`src/rtl/rv32i_types.sv`:
```
// Shared RV32I pipeline types: architectural register count and the
// hazard controller state encoding.
package rv32i_types;

   localparam int unsigned NUM_ARCH_REGS = 32;
   localparam int unsigned REG_IDX_W     = 5;

   typedef enum logic [0:0] {
      RUN      = 1'b0,
      MEM_WAIT = 1'b1
   } hazctrl_state_t;

endpackage

```
`src/rtl/pipeline_hazard_ctrl_if.sv`:
```
// Pipeline <-> hazard controller bundle: cache/issue status in, per-register
// load/flush and PC steering out.
interface pipeline_hazard_ctrl_if
   import rv32i_types::*;
#(
   parameter int unsigned NUM_PREGS = 4,
   parameter int unsigned LAT_W     = 3
);
   logic                 imem_resp;
   logic                 dmem_req;
   logic                 dmem_resp;
   logic                 issue_valid;
   logic [REG_IDX_W-1:0] issue_rs1;
   logic [REG_IDX_W-1:0] issue_rs2;
   logic [REG_IDX_W-1:0] issue_rd;
   logic                 issue_use_rs1;
   logic                 issue_use_rs2;
   logic [LAT_W-1:0]     issue_lat;
   logic                 redirect;

   logic [NUM_PREGS-1:0] preg_load;
   logic [NUM_PREGS-1:0] preg_flush;
   logic                 load_pc;
   logic                 redirect_take;
   logic                 global_stall;

   modport master (
      output imem_resp, dmem_req, dmem_resp, issue_valid,
             issue_rs1, issue_rs2, issue_rd, issue_use_rs1, issue_use_rs2,
             issue_lat, redirect,
      input  preg_load, preg_flush, load_pc, redirect_take, global_stall
   );

   modport slave (
      input  imem_resp, dmem_req, dmem_resp, issue_valid,
             issue_rs1, issue_rs2, issue_rd, issue_use_rs1, issue_use_rs2,
             issue_lat, redirect,
      output preg_load, preg_flush, load_pc, redirect_take, global_stall
   );

endinterface

```
`src/rtl/pipeline_hazard_ctrl_scoreboard.sv`:
```
// Per-architectural-register countdown of cycles until a pending result is
// forwardable; two read ports report whether a source is still busy.
module hazard_scoreboard
   import rv32i_types::*;
#(
   parameter int unsigned LAT_W = 3
) (
   input  logic                 clk,
   input  logic                 rst,
   input  logic                 advance_i,
   input  logic                 set_i,
   input  logic [REG_IDX_W-1:0] set_rd_i,
   input  logic [LAT_W-1:0]     set_lat_i,
   input  logic [REG_IDX_W-1:0] rs1_i,
   input  logic [REG_IDX_W-1:0] rs2_i,
   output logic                 rs1_busy_o,
   output logic                 rs2_busy_o
);

   logic [LAT_W-1:0] cnt_q [NUM_ARCH_REGS];
   logic [LAT_W-1:0] cnt_d [NUM_ARCH_REGS];

   function automatic logic [LAT_W-1:0] sat_dec(input logic [LAT_W-1:0] c);
      return (c == '0) ? c : c - LAT_W'(1);
   endfunction

   // A new producer takes the larger of its latency and the decayed count.
   always_comb begin
      for (int unsigned r = 0; r < NUM_ARCH_REGS; r++) begin
         cnt_d[r] = cnt_q[r];
         if (advance_i) begin
            cnt_d[r] = sat_dec(cnt_q[r]);
            if (set_i && (r != 0) && (set_rd_i == REG_IDX_W'(r)) &&
                (set_lat_i > cnt_d[r])) begin
               cnt_d[r] = set_lat_i;
            end
         end
      end
   end

   always_ff @(posedge clk) begin
      if (rst) begin
         for (int unsigned r = 0; r < NUM_ARCH_REGS; r++) begin
            cnt_q[r] <= '0;
         end
      end else begin
         cnt_q <= cnt_d;
      end
   end

   assign rs1_busy_o = (rs1_i != '0) && (cnt_q[rs1_i] != '0);
   assign rs2_busy_o = (rs2_i != '0) && (cnt_q[rs2_i] != '0);

endmodule

```
`src/rtl/pipeline_hazard_ctrl.sv`:
```
// Stall/flush controller for the in-order RV32I pipeline.
// Optional perf counters are built when HAZ_PERF_CNT_EN is defined.
module pipeline_hazard_ctrl
   import rv32i_types::*;
#(
   parameter int unsigned NUM_PREGS = 4,
   parameter int unsigned ISSUE_IDX = 1,
   parameter int unsigned LAT_W     = 3,
   parameter int unsigned TIMEOUT   = 255,
   parameter int unsigned PERF_W    = 32
) (
   input  logic                  clk,
   input  logic                  rst,
   pipeline_hazard_ctrl_if.slave bus,
   output logic                  mem_timeout,
   output logic [PERF_W-1:0]     perf_stall,
   output logic [PERF_W-1:0]     perf_bubble,
   output logic [PERF_W-1:0]     perf_flush
);

   localparam int unsigned WD_W = $clog2(TIMEOUT + 1);
   localparam logic [NUM_PREGS-1:0] UPSTREAM_MASK =
      NUM_PREGS'((64'd1 << ISSUE_IDX) - 64'd1);
   localparam logic [NUM_PREGS-1:0] ISSUE_MASK = NUM_PREGS'(64'd1 << ISSUE_IDX);

   hazctrl_state_t  state_q, state_d;
   logic [WD_W-1:0] wd_q, wd_d;
   logic            timeout_q, timeout_d;

   logic frozen;
   logic hazard;
   logic redir_cycle;
   logic rs1_busy, rs2_busy;
   logic sb_set;

   assign frozen = (state_q == MEM_WAIT) | (bus.dmem_req & ~bus.dmem_resp) |
                   ~bus.imem_resp;
   assign hazard = ~frozen & bus.issue_valid &
                   ((bus.issue_use_rs1 & rs1_busy) | (bus.issue_use_rs2 & rs2_busy));
   assign redir_cycle = ~frozen & ~hazard & bus.redirect;
   assign sb_set = ~frozen & ~hazard & bus.issue_valid &
                   (bus.issue_rd != '0) & (bus.issue_lat != '0);

   hazard_scoreboard #(.LAT_W(LAT_W)) u_scoreboard (
      .clk       (clk),
      .rst       (rst),
      .advance_i (~frozen),
      .set_i     (sb_set),
      .set_rd_i  (bus.issue_rd),
      .set_lat_i (bus.issue_lat),
      .rs1_i     (bus.issue_rs1),
      .rs2_i     (bus.issue_rs2),
      .rs1_busy_o(rs1_busy),
      .rs2_busy_o(rs2_busy)
   );

   // Data-miss FSM with a watchdog that latches a sticky timeout.
   always_comb begin
      state_d   = state_q;
      wd_d      = wd_q;
      timeout_d = timeout_q;
      case (state_q)
         RUN: begin
            if (bus.dmem_req && !bus.dmem_resp) begin
               state_d = MEM_WAIT;
               wd_d    = '0;
            end
         end
         MEM_WAIT: begin
            if (bus.dmem_resp) state_d = RUN;
            if (wd_q != WD_W'(TIMEOUT)) wd_d = wd_q + WD_W'(1);
            if (wd_d == WD_W'(TIMEOUT)) timeout_d = 1'b1;
         end
         default: state_d = RUN;
      endcase
   end

   always_ff @(posedge clk) begin
      if (rst) begin
         state_q   <= RUN;
         wd_q      <= '0;
         timeout_q <= 1'b0;
      end else begin
         state_q   <= state_d;
         wd_q      <= wd_d;
         timeout_q <= timeout_d;
      end
   end

   assign mem_timeout = timeout_q;

   // Pipeline steering, highest priority first.
   always_comb begin
      bus.preg_load     = '1;
      bus.preg_flush    = '0;
      bus.load_pc       = 1'b1;
      bus.redirect_take = 1'b0;
      bus.global_stall  = 1'b0;
      if (rst) begin
         bus.preg_load  = '0;
         bus.preg_flush = '1;
         bus.load_pc    = 1'b0;
      end else if (frozen) begin
         bus.preg_load    = '0;
         bus.load_pc      = 1'b0;
         bus.global_stall = 1'b1;
      end else if (hazard) begin
         bus.preg_load  = ~UPSTREAM_MASK;
         bus.preg_flush = ISSUE_MASK;
         bus.load_pc    = 1'b0;
      end else if (bus.redirect) begin
         bus.preg_flush    = UPSTREAM_MASK;
         bus.redirect_take = 1'b1;
      end
   end

`ifdef HAZ_PERF_CNT_EN
   logic [PERF_W-1:0] stall_q, bubble_q, flush_q;

   always_ff @(posedge clk) begin
      if (rst) begin
         stall_q  <= '0;
         bubble_q <= '0;
         flush_q  <= '0;
      end else begin
         if (frozen && (stall_q != '1))       stall_q  <= stall_q + PERF_W'(1);
         if (hazard && (bubble_q != '1))      bubble_q <= bubble_q + PERF_W'(1);
         if (redir_cycle && (flush_q != '1))  flush_q  <= flush_q + PERF_W'(1);
      end
   end

   assign perf_stall  = stall_q;
   assign perf_bubble = bubble_q;
   assign perf_flush  = flush_q;
`else
   assign perf_stall  = '0;
   assign perf_bubble = '0;
   assign perf_flush  = '0;
`endif

endmodule

```
`src/flat_wrapper.sv`:
```
// flat-port wrapper written by rule: the top's interface ports become plain ports
module pipeline_hazard_ctrl_flat import rv32i_types::*;
#(
   parameter int unsigned NUM_PREGS = 4,
   parameter int unsigned ISSUE_IDX = 1,
   parameter int unsigned LAT_W     = 3,
   parameter int unsigned TIMEOUT   = 255,
   parameter int unsigned PERF_W    = 32
)
  (clk, rst, mem_timeout, perf_stall, perf_bubble, perf_flush, bus_imem_resp, bus_dmem_req, bus_dmem_resp, bus_issue_valid, bus_issue_rs1, bus_issue_rs2, bus_issue_rd, bus_issue_use_rs1, bus_issue_use_rs2, bus_issue_lat, bus_redirect, bus_preg_load, bus_preg_flush, bus_load_pc, bus_redirect_take, bus_global_stall);
  pipeline_hazard_ctrl_if #(.NUM_PREGS(NUM_PREGS), .LAT_W(LAT_W)) bus_i ();
  input  logic clk;
  input  logic rst;
  output logic mem_timeout;
  output logic [PERF_W-1:0] perf_stall;
  output logic [PERF_W-1:0] perf_bubble;
  output logic [PERF_W-1:0] perf_flush;
  input wire logic [$bits(bus_i.imem_resp)-1:0] bus_imem_resp;
  input wire logic [$bits(bus_i.dmem_req)-1:0] bus_dmem_req;
  input wire logic [$bits(bus_i.dmem_resp)-1:0] bus_dmem_resp;
  input wire logic [$bits(bus_i.issue_valid)-1:0] bus_issue_valid;
  input wire logic [$bits(bus_i.issue_rs1)-1:0] bus_issue_rs1;
  input wire logic [$bits(bus_i.issue_rs2)-1:0] bus_issue_rs2;
  input wire logic [$bits(bus_i.issue_rd)-1:0] bus_issue_rd;
  input wire logic [$bits(bus_i.issue_use_rs1)-1:0] bus_issue_use_rs1;
  input wire logic [$bits(bus_i.issue_use_rs2)-1:0] bus_issue_use_rs2;
  input wire logic [$bits(bus_i.issue_lat)-1:0] bus_issue_lat;
  input wire logic [$bits(bus_i.redirect)-1:0] bus_redirect;
  output wire logic [$bits(bus_i.preg_load)-1:0] bus_preg_load;
  output wire logic [$bits(bus_i.preg_flush)-1:0] bus_preg_flush;
  output wire logic [$bits(bus_i.load_pc)-1:0] bus_load_pc;
  output wire logic [$bits(bus_i.redirect_take)-1:0] bus_redirect_take;
  output wire logic [$bits(bus_i.global_stall)-1:0] bus_global_stall;
  assign bus_i.imem_resp = bus_imem_resp;
  assign bus_i.dmem_req = bus_dmem_req;
  assign bus_i.dmem_resp = bus_dmem_resp;
  assign bus_i.issue_valid = bus_issue_valid;
  assign bus_i.issue_rs1 = bus_issue_rs1;
  assign bus_i.issue_rs2 = bus_issue_rs2;
  assign bus_i.issue_rd = bus_issue_rd;
  assign bus_i.issue_use_rs1 = bus_issue_use_rs1;
  assign bus_i.issue_use_rs2 = bus_issue_use_rs2;
  assign bus_i.issue_lat = bus_issue_lat;
  assign bus_i.redirect = bus_redirect;
  assign bus_preg_load = bus_i.preg_load;
  assign bus_preg_flush = bus_i.preg_flush;
  assign bus_load_pc = bus_i.load_pc;
  assign bus_redirect_take = bus_i.redirect_take;
  assign bus_global_stall = bus_i.global_stall;
  pipeline_hazard_ctrl #(.NUM_PREGS(NUM_PREGS), .ISSUE_IDX(ISSUE_IDX), .LAT_W(LAT_W), .TIMEOUT(TIMEOUT), .PERF_W(PERF_W)) u_core (.clk(clk), .rst(rst), .bus(bus_i), .mem_timeout(mem_timeout), .perf_stall(perf_stall), .perf_bubble(perf_bubble), .perf_flush(perf_flush));
endmodule
```
`config.mk`:
```
export PLATFORM = sky130hd
export DESIGN_NAME = pipeline_hazard_ctrl_flat
export DESIGN_NICKNAME = d
export VERILOG_FILES = /design/src/rtl/rv32i_types.sv /design/src/rtl/pipeline_hazard_ctrl_if.sv /design/src/rtl/pipeline_hazard_ctrl_scoreboard.sv /design/src/rtl/pipeline_hazard_ctrl.sv /design/src/flat_wrapper.sv
export SDC_FILE = /design/constraint.sdc
export NUM_CORES = 1
export LEC_CHECK = 0
export ABC_AREA = 1
export CORE_ASPECT_RATIO = 1.25
export CORE_MARGIN = 4
export CORE_UTILIZATION = 50
export DETAILED_ROUTE_END_ITERATION = 12
export HOLD_SLACK_MARGIN = 0.1
export PLACE_DENSITY = 0.83
export SLEW_MARGIN = 15
export SYNTH_ARGS = -nofsm -noshare
export SYNTH_HDL_FRONTEND = slang
export SYNTH_SLANG_ARGS = --single-unit
```
`constraint.sdc`:
```
create_clock -name clk -period 2.8 [get_ports clk]
set_input_delay 0.56 -clock clk [delete_from_list [all_inputs] [get_ports clk]]
set_output_delay 0.56 -clock clk [all_outputs]
set_load 0.01 [all_outputs]
```
Yosys cells after proc, flatten, opt, wreduce, memory -nomap -nowiden:

Cells that the tools add are included.

* output and inout port bits: 108
* word-level logic and storage cells: 352
* flip-flop bits (word level): 106

* magnitude comparators: 33
* $add $sub $neg: 33
* equal/unequal tests: 34
* mux-type cells: 91
* bitwise logic cells: 20
* reduce and logical (&&, ||, !) cells: 106

Operator list (number)
* $mux W3: 66
* $logic_not A3 Y1: 32
* $sub A3 B1 Y3 const B: 32
* $gt A3 B3 Y1: 31
* $eq A5 B5 Y1 const B: 16
* $logic_and A1 B1 Y1: 65
* $eq A5 B4 Y1 const B: 8
* $bmux W3 S5: 2
* $mux W8: 3
* $eq A5 B3 Y1 const B: 4
* $mux W4: 5
* $pmux W8 S2: 1
* $reduce_bool A5 Y1: 3
* $mux W1: 13
* $ge A6 B6 Y1 const B: 2
* $not A5 Y6: 2
* $eq A5 B2 Y1 const B: 2
* $and A1 B1 Y1: 9
* $reduce_bool A3 Y1: 3
* $add A8 B1 Y8 const B: 1
* $eq A8 B8 Y1 const B: 1
* $ne A8 B8 Y1 const B: 1
* $not A1 Y1: 6
* $eq A5 B1 Y1 const B: 1
* other kinds (5): 8

Logic depth before layout (Yosys ltp):

Gate-level depths: netlist (run 1).

* depth in word-level cells: 17
* depth in mapped cells: 19
* depth with buffers taken out: 17

Hierarchy:

A second synthesis (run 1) with hierarchy kept.

* cell total of the unflattened synthesis: 1894
* area, all modules: 11861.4 um2

By module, submodules not included
* hazard_scoreboard: sequential area each 1921.8 um2, area an instance 10369.9 um2, cells each 1677, instances 1
* pipeline_hazard_ctrl: sequential area each 200.2 um2, area an instance 1491.4 um2, cells each 217, instances 1

Least setup slack after synthesis (run 1):

No wires, ideal clock.

* path type: input port to flip-flop
* start point: input bus_issue_lat[0]
* end point: register u_core.u_scoreboard.cnt_q[24] in the netlist's numbering
* data required time: 2.741 ns
* data arrival time: 2.853 ns
* stages on the path: 8
* setup time: 0.059 ns
* setup slack: -0.112 ns
* cells stage by stage: inv_1 > clkbuf_1 > ha_1 > a311oi_1 > nand4_1 > nand2_1 > nand3_1 > nand2_1

* word-level cells in the longest chain between the ends: 5
* elaborated cells on any way between the ends: 6

Ends and longest elaborated chain
* start: declaration: RTL line flat_wrapper.sv:27 `input wire logic [$bits(bus_i.issue_lat)-1:0] bus_issue_lat;`
* branches (longest 4 deep; another with $gt A3 B3 Y1)
* $mux W3 (*): RTL line pipeline_hazard_ctrl_scoreboard.sv:33 `if (set_i && (r != 0) && (set_rd_i == REG_IDX_W'(r)) &&`
* end signal: assignment: RTL line pipeline_hazard_ctrl_scoreboard.sv:47 `cnt_q <= cnt_d;`
* end: declaration: RTL line pipeline_hazard_ctrl_scoreboard.sv:20 `logic [LAT_W-1:0] cnt_q [NUM_ARCH_REGS];`

Every way passes the cells marked *.
A chain may end at the register's enable or synchronous reset.

Worst setup path after layout (run 1):

* start point: input bus_issue_rs1[2]
* end point: output bus_redirect_take

* word-level cells in the longest chain between the ends: 12
* elaborated cells on any way between the ends: 13

Ends and longest elaborated chain
* start: declaration: RTL line flat_wrapper.sv:22 `input wire logic [$bits(bus_i.issue_rs1)-1:0] bus_issue_rs1;`
* $not A5 Y6 (implied by the code): RTL line pipeline_hazard_ctrl_scoreboard.sv:51 `assign rs1_busy_o = (rs1_i != '0) && (cnt_q[rs1_i] != '0);`
* $bmux W3 S5: RTL line pipeline_hazard_ctrl_scoreboard.sv:51
* $mux W3 (implied by the code) (2 in series): RTL line pipeline_hazard_ctrl_scoreboard.sv:51
* $reduce_bool A3 Y1: RTL line pipeline_hazard_ctrl_scoreboard.sv:51
* $logic_and A1 B1 Y1 (*): RTL line pipeline_hazard_ctrl_scoreboard.sv:51
* $and A1 B1 Y1 (*): RTL line pipeline_hazard_ctrl.sv:39 `((bus.issue_use_rs1 & rs1_busy) | (bus.issue_use_rs2 & rs2_busy));`
* $or A1 B1 Y1 (*): RTL line pipeline_hazard_ctrl.sv:39
* $and A1 B1 Y1 (*): RTL line pipeline_hazard_ctrl.sv:38 `assign hazard = ~frozen & bus.issue_valid &`
* $mux W1 (*): RTL line pipeline_hazard_ctrl.sv:107 `end else if (hazard) begin`
* $mux W1 (*): RTL line pipeline_hazard_ctrl.sv:103 `end else if (frozen) begin`
* $mux W1 (*): RTL line pipeline_hazard_ctrl.sv:99 `if (rst) begin`
* end: declaration: RTL line flat_wrapper.sv:32 `output wire logic [$bits(bus_i.redirect_take)-1:0] bus_redirect_take;`

Every way passes the cells marked *; elsewhere a longest branch is shown, timed or not. The select of a mux whose other input is x is not followed.

==> impl_metrics.toml, run 1 <==
[route]
m1WireLength_um = 12700
wl_met2_um = 16090
ant_nets = 0
met3_length_um = 2760
wirelength_um = 33650
first_pass_iters = 6
vias = 12030
vias_per_cell = 5.679
drtIter0Drc = 1089
top_layer = "met4"
drcViolationCount = 0
post_drt_wl_per_cell_um = 15.89

[yosys]
yosysSeqAreaShare_pct = 18.64
yosys_warnings = 0
syn-instance-count = 1735
synth.distinct_cells = 33
synth_seq_cells = 106
syn_area_mm2 = 0.01139
syn_area_per_cell_um2 = 6.562

[critical_path]
cp-start-kind = "input port"
cp.arrival_ps = 2170
r2r_start = "u_core.u_scoreboard.cnt_q[82]$_SDFFE_PP0N_"
slowest_delay_ps = 230
cpMostUsedCell = "nand2_1"
crit_required_ps = 2240
critPathKind = "input port to output pin"
end_kind = "output pin"
worstPathMaxFanout = 5
worstPathCellList = "clkdlybuf4s15_1 -> buf_6 -> nand3_1 -> nor2_1 -> nand2_1 -> nand2_1 -> nand2_1 -> nand3_1 -> nand2_1 -> nand2_2 -> nand2_4 -> a21oi_4 -> buf_6 -> nand2_2 -> nor2_1 -> buf_2"
critPathLaunch = "bus_issue_rs1[2]"
slowest_stage = "clkdlybuf4s15_1"

[pwr]
p_leak_nw = 6.682
power.switching_mw = 2.699
powerDensity_mw_per_mm2 = 479.7
sw_frac_of_total_pct = 42.90
ir_drop_mv = 0.3133
total_power_mw = 6.291
seq_power_share_pct = 28.0
power_frac_clock_pct = 22.5
comb_power_share_pct = 49.5
internal_power_mw = 3.592

[global_routing]
grt_pass1_vias = 11630
overflow = 0
antenna_found_initial = 0
grt_pass1_wl_um = 53920
track_usage_pct = 25.99
grt_start_max_net_pins = 94

[outcome]
status = "finished, final reports clean"

[clocking]
path_clk_slew_ps = 80
cts_tree = "built"
cts_buffer_depth = 2
ctsRootBufferMaster = "clkbuf_16"
clock_sinks = 106
ctsHoldBuffers = 0
clock_latency_ps = 370
htreeDepth = 3
cts_buffers = 9

[placement]
portBuffers = 38
dp_cells = 2099
post-place-ws_ps = -849.8
dp_hpwl_um = 23970
gp_congestion = 0.9969

[finish]
layout.area.seq_mm2 = 0.002136
utilization_pct = 58.64
multi_input_area_mm2 = 0.008143
fillCellCount = 2013
antenna_cells = 0
fin_nets = 2015
fin_cells = 2118
drive_above_1_share_pct = 13.30
area_growth_pct = 15.18

[die]
dieWidth_um = 143.0
std_cell_rows = 61
ios = 135
initial_core_util_pct = 50.91
die_h_um = 176.7
die-area_mm2 = 0.02526
core_area_mm2 = 0.02236

[timing]
fin_crit_ps = 2734
tightest_slew_ps = 610.9
drv_slew = 0
finalHoldViolations = 0
slew_headroom_pct = 59.00
fin_skew_ps = 8.945
setup_ws_ps = 65.65
rsz0062_at_grt = "yes"
setup_viol = 0
fin_crit_sh_pct = 97.66
holdWs_ps = 455.0
fmax_mhz = 365.7

[job]
maxCapViolCount = 0

[min_path]
holdCritStartpoint = "u_core.u_scoreboard.cnt_q[0]$_SDFFE_PP0N_"
hold_path.class = "flip-flop to flip-flop"
per-stage QoR:
stage	setup TNS (ps)	cell area, um2
2_1_floorplan	0	11750
3_3_place_gp	-53420	12500
3_5_place_dp	-58090	12500
4_1_cts	0	12940
5_1_grt	-104.7	13110
6_report	0	13110
registers in the layout, indices dropped and copies added (netlist names):
| signal | count |
|---|---|
| u_core.u_scoreboard.cnt_q | 96 |
| u_core.wd_q | 8 |
| u_core.mem_timeout | 1 |
| u_core.state_q | 1 |
repair_timing:
action | in CTS | in global routing
endpoints found under the setup margin | 101 | 74
cloned | 1 | 0
gates resized for setup | 79 | 91
pin swaps | 21 | 22
buffers inserted | 2 | 2
Yosys cell counts:
| cell type | instances | area [um2] |
|---|---|---|
| nand2_1 | 520 | 1952 |
| nand3_1 | 187 | 935.9 |
| inv_1 | 162 | 608.1 |
| ha_1 | 158 | 1977 |
| nand4_1 | 137 | 857.1 |
| dfxtp_1 | 106 | 2122 |
| buf_4 | 102 | 765.7 |
| nor2_1 | 70 | 262.8 |
| xor2_1 | 64 | 560.5 |
| clkbuf_1 | 45 | 168.9 |
| o21ai_0 | 41 | 205.2 |
| a311oi_1 | 31 | 271.5 |
| a211oi_1 | 30 | 225.2 |
| a21oi_1 | 17 | 85.08 |
| buf_2 | 13 | 65.06 |
| o21ai_1 | 10 | 50.05 |
| inv_2 | 8 | 30.03 |
| nor3_1 | 8 | 40.04 |
| buf_6 | 6 | 67.56 |
| buf_1 | 5 | 18.77 |
| a21oi_2 | 2 | 17.52 |
| o21bai_1 | 2 | 15.01 |
| a311oi_2 | 1 | 15.01 |
| a31oi_1 | 1 | 6.260 |
| and2_0 | 1 | 6.260 |
| conb_1 | 1 | 3.750 |
| nand3b_1 | 1 | 7.510 |
| nor2_2 | 1 | 6.260 |
| nor2_4 | 1 | 11.26 |
| nor4_1 | 1 | 6.260 |
| o211ai_1 | 1 | 7.510 |
| or2_0 | 1 | 6.260 |
| xnor2_1 | 1 | 8.760 |
logic make-up (layout without fill, tap and decap cells):
family	after synthesis	after routing	synth area share (%)
buf+inv	341	345	15.14
flops	106	106	18.64
simple gates	928	929	35.93
fa+ha+maj	158	158	17.36
other cells	1	96	0.03294
xor+xnor	65	65	5.000
compound gates	136	136	7.890
cell usage in the layout, fill, tap and decap left out, types with 6 or more instances in the layout:
master	netlist	layout
nand2_1	520	508
nand3_1	187	174
ha_1	158	158
nand4_1	137	137
inv_1	162	129
conb_1	1	96
buf_4	102	95
dfxtp_1	106	95
xor2_1	64	64
nor2_1	70	62
inv_2	8	38
o21ai_0	41	38
a211oi_1	30	30
a311oi_1	31	29
clkdlybuf4s50_1	0	21
a21oi_1	17	17
buf_12	0	16
buf_6	6	13
o21ai_1	10	12
dfxtp_2	0	11
nand2_2	0	10
nand3_2	0	9
nor2_4	1	9
clkbuf_16	0	9
nor3_1	8	6
buf_2	13	6
worst max-delay path, delay by kind of cell:
kind | cells | cell delay [ps]
AO/OA/AOI/OAI | 1 | 190
buffers and inverters | 4 | 630
AND/OR/NAND/NOR | 11 | 790
worst paths after layout:
path,slack (ps),depth (start not counted),to
worst max-delay path,70,16,bus_redirect_take
worst max register to register,160,19,u_core.u_scoreboard.cnt_q[4]$_SDFFE_PP0N_
worst min register to register,460,2,u_core.u_scoreboard.cnt_q[0]$_SDFFE_PP0N_
worst min-delay path,460,2,u_core.u_scoreboard.cnt_q[0]$_SDFFE_PP0N_
metal layers:
layer  track usage [%]  vias to the layer above
li1                  -                     5850
met2             44.87                      560
met3             3.649                      145
met1             29.80                     5474
met5                 0                        -
met4             16.52                        0
cell type report:
| type | count | share of cell area (%) |
|---|---|---|
| sequential | 106 | 16.29 |
| inverter | 170 | 5.038 |
| clock buffer | 11 | 1.927 |
| tap | 283 | 2.700 |
| clock inverter | 5 | 0.4580 |
| timing repair buffer | 159 | 11.50 |
| multi-input combinational | 1384 | 62.09 |
power by group through the flow:
stage	clock network, mW	registers, mW	logic (mW)
after floorplan	0	1.75	2.23
after global placement	0	1.77	2.79
after detailed placement	0	1.77	2.96
after CTS	1.43	1.74	3.02
after global routing	1.48	1.78	3.53
final	1.42	1.76	3.11
Power figures use the tool's default switching activity.
==> run 2: changes to the inputs <==
--- a/config.mk
+++ b/config.mk
@@ -11,6 +11,7 @@
 export CORE_UTILIZATION = 50
 export DETAILED_ROUTE_END_ITERATION = 12
 export HOLD_SLACK_MARGIN = 0.1
+export MAX_ROUTING_LAYER = met4
 export PLACE_DENSITY = 0.83
 export SLEW_MARGIN = 15
 export SYNTH_ARGS = -nofsm -noshare
==> impl_metrics.toml, run 2 (synthesis gave the netlist of run 1 again) <==
[timing]
drv_slew = 0
slew_headroom_pct = 63.50
tightest_slew_ps = 543.9
finalHoldViolations = 0
fin_crit_sh_pct = 98.15
setup_viol = 0
rsz0062_at_grt = "yes"
fmax_mhz = 363.9
fin_skew_ps = 8.718
fin_crit_ps = 2748

[die]
dieWidth_um = 143.0
initial_core_util_pct = 50.91
die_h_um = 176.7
std_cell_rows = 61
ios = 135
die-area_mm2 = 0.02526
core_area_mm2 = 0.02236

[global_routing]
grt_pass1_vias = 11510
overflow = 0
grt_start_max_net_pins = 94
grt_pass1_wl_um = 54150
antenna_found_initial = 0
track_usage_pct = 26.91

[critical_path]
crit_required_ps = 2240
cp.arrival_ps = 2190
critPathKind = "input port to output pin"
worstPathMaxFanout = 7
cp-start-kind = "input port"
end_kind = "output pin"

[finish]
final_cell_mix = "510 x nand2_1, 178 x nand3_1, 159 x inv_1, 158 x ha_1, 137 x nand4_1"
fin_nets = 2031
largestRegisters = "u_core.u_scoreboard.cnt_q (96), u_core.wd_q (8)"
antenna_cells = 0
max_flop_register = "u_core.u_scoreboard.cnt_q"
final_common_cell = "nand2_1"
drive_above_1_share_pct = 11.19
stdcell_area_mm2 = 0.01309
area_growth_pct = 14.97
largest_reg_flops = 96

[pwr]
seq_power_share_pct = 28.1
power.switching_mw = 2.653
ir_drop_mv = 0.3333
comb_power_share_pct = 50.3
sw_frac_of_total_pct = 42.78
p_leak_nw = 6.710
internal_power_mw = 3.549
power_frac_clock_pct = 21.6
powerDensity_mw_per_mm2 = 473.7
total_power_mw = 6.201

[clocking]
htreeDepth = 3
path_clk_slew_ps = 70
cts_tree = "built"
clock_latency_ps = 370
cts_buffer_depth = 2
ctsRootBufferMaster = "clkbuf_16"
cts_buffers = 9
clock_sinks = 106

[route]
drtIter0Drc = 1014
ant_nets = 0
first_pass_iters = 6
wirelength_um = 33880
vias_per_cell = 5.662
drcViolationCount = 0
vias = 12080
post_drt_wl_per_cell_um = 15.88

[min_path]
hold_path.class = "flip-flop to flip-flop"

[outcome]
status = "finished, final reports clean"

[placement]
portBuffers = 38
dp_hpwl_um = 24300
gp_congestion = 1.014
dpl_cell_area_mm2 = 0.01257

[job]
maxCapViolCount = 0
run 2: per-layer routing:
metal  track usage, %  up-vias  part of all wire (%)
met5                -        -                     0
met4            15.49        0                   5.6
met3            3.757      141                   7.8
met2            45.77      520                    48
met1            29.95     5553                    38
li1                 -     5864                     -
run 2: worst paths after layout:
| check | from | to | slack (ps) | depth (start not counted) |
|---|---|---|---|---|
| setup / recovery | bus_issue_rs2[0] | bus_redirect_take | 50 | 17 |
| hold / removal | u_core.mem_timeout$_SDFFE_PP0P_ | u_core.mem_timeout$_SDFFE_PP0P_ | 450 | 2 |
| setup reg to reg | u_core.u_scoreboard.cnt_q[51]$_SDFFE_PP0N_ | u_core.u_scoreboard.cnt_q[52]$_SDFFE_PP0N_ | 150 | 15 |
| hold reg to reg | u_core.mem_timeout$_SDFFE_PP0P_ | u_core.mem_timeout$_SDFFE_PP0P_ | 450 | 2 |
run 2: layout make-up:
cell class / instances / area (um2)
clock inverters: 5 / 53.80
multi-input cells: 1384 / 8064
well taps: 283 / 354.1
flip-flops and latches: 106 / 2122
inverters: 170 / 645.6
repair buffers: 175 / 1612
fillers: 2002 / 9273
clock buffers: 10 / 239.0
run 2: power by group through the flow:
stage	clock network [mW]	registers, mW	logic [mW]
final	1.34	1.74	3.12
after global routing	1.41	1.76	3.53
after CTS	1.37	1.74	3.05
after detailed placement	0	1.77	2.99
after global placement	0	1.77	2.81
after floorplan	0	1.75	2.23
run 2: critical path, cell delays in order:
cell	delay (ps)
buf_6	90
buf_8	130
nor2_4	120
buf_6	150
nand3_2	70
nand2_1	70
nor2_1	50
nand2_1	50
nand3_1	80
nand2_1	90
nand2_1	60
nand3_2	90
nand2_4	80
a21oi_4	190
nand2_2	70
nor2_1	80
buf_2	140
run 2: what timing repair did:
item                                    4_1_cts  5_1_grt
endpoints found under the setup margin      101       64
pin swaps                                    32       12
hold buffers                                  0        0
gates resized for setup                      73       23
cloned                                        1        0
setup buffers                                 6        1
run 2: stage by stage:
step	utilization, %	std cells	setup WS, ps	hold slack, ps	setup TNS [ps]
2_1_floorplan	-	1830	1.740	426.1	0
3_3_place_gp	56.22	2111	-841.4	437.2	-53420
3_5_place_dp	56.22	2111	-872.9	439.7	-57670
4_1_cts	58.27	2133	-14.79	452.1	-14.79
5_1_grt	58.54	2133	-58.21	464.0	-208.2
6_report	58.54	2133	51.67	451.1	0
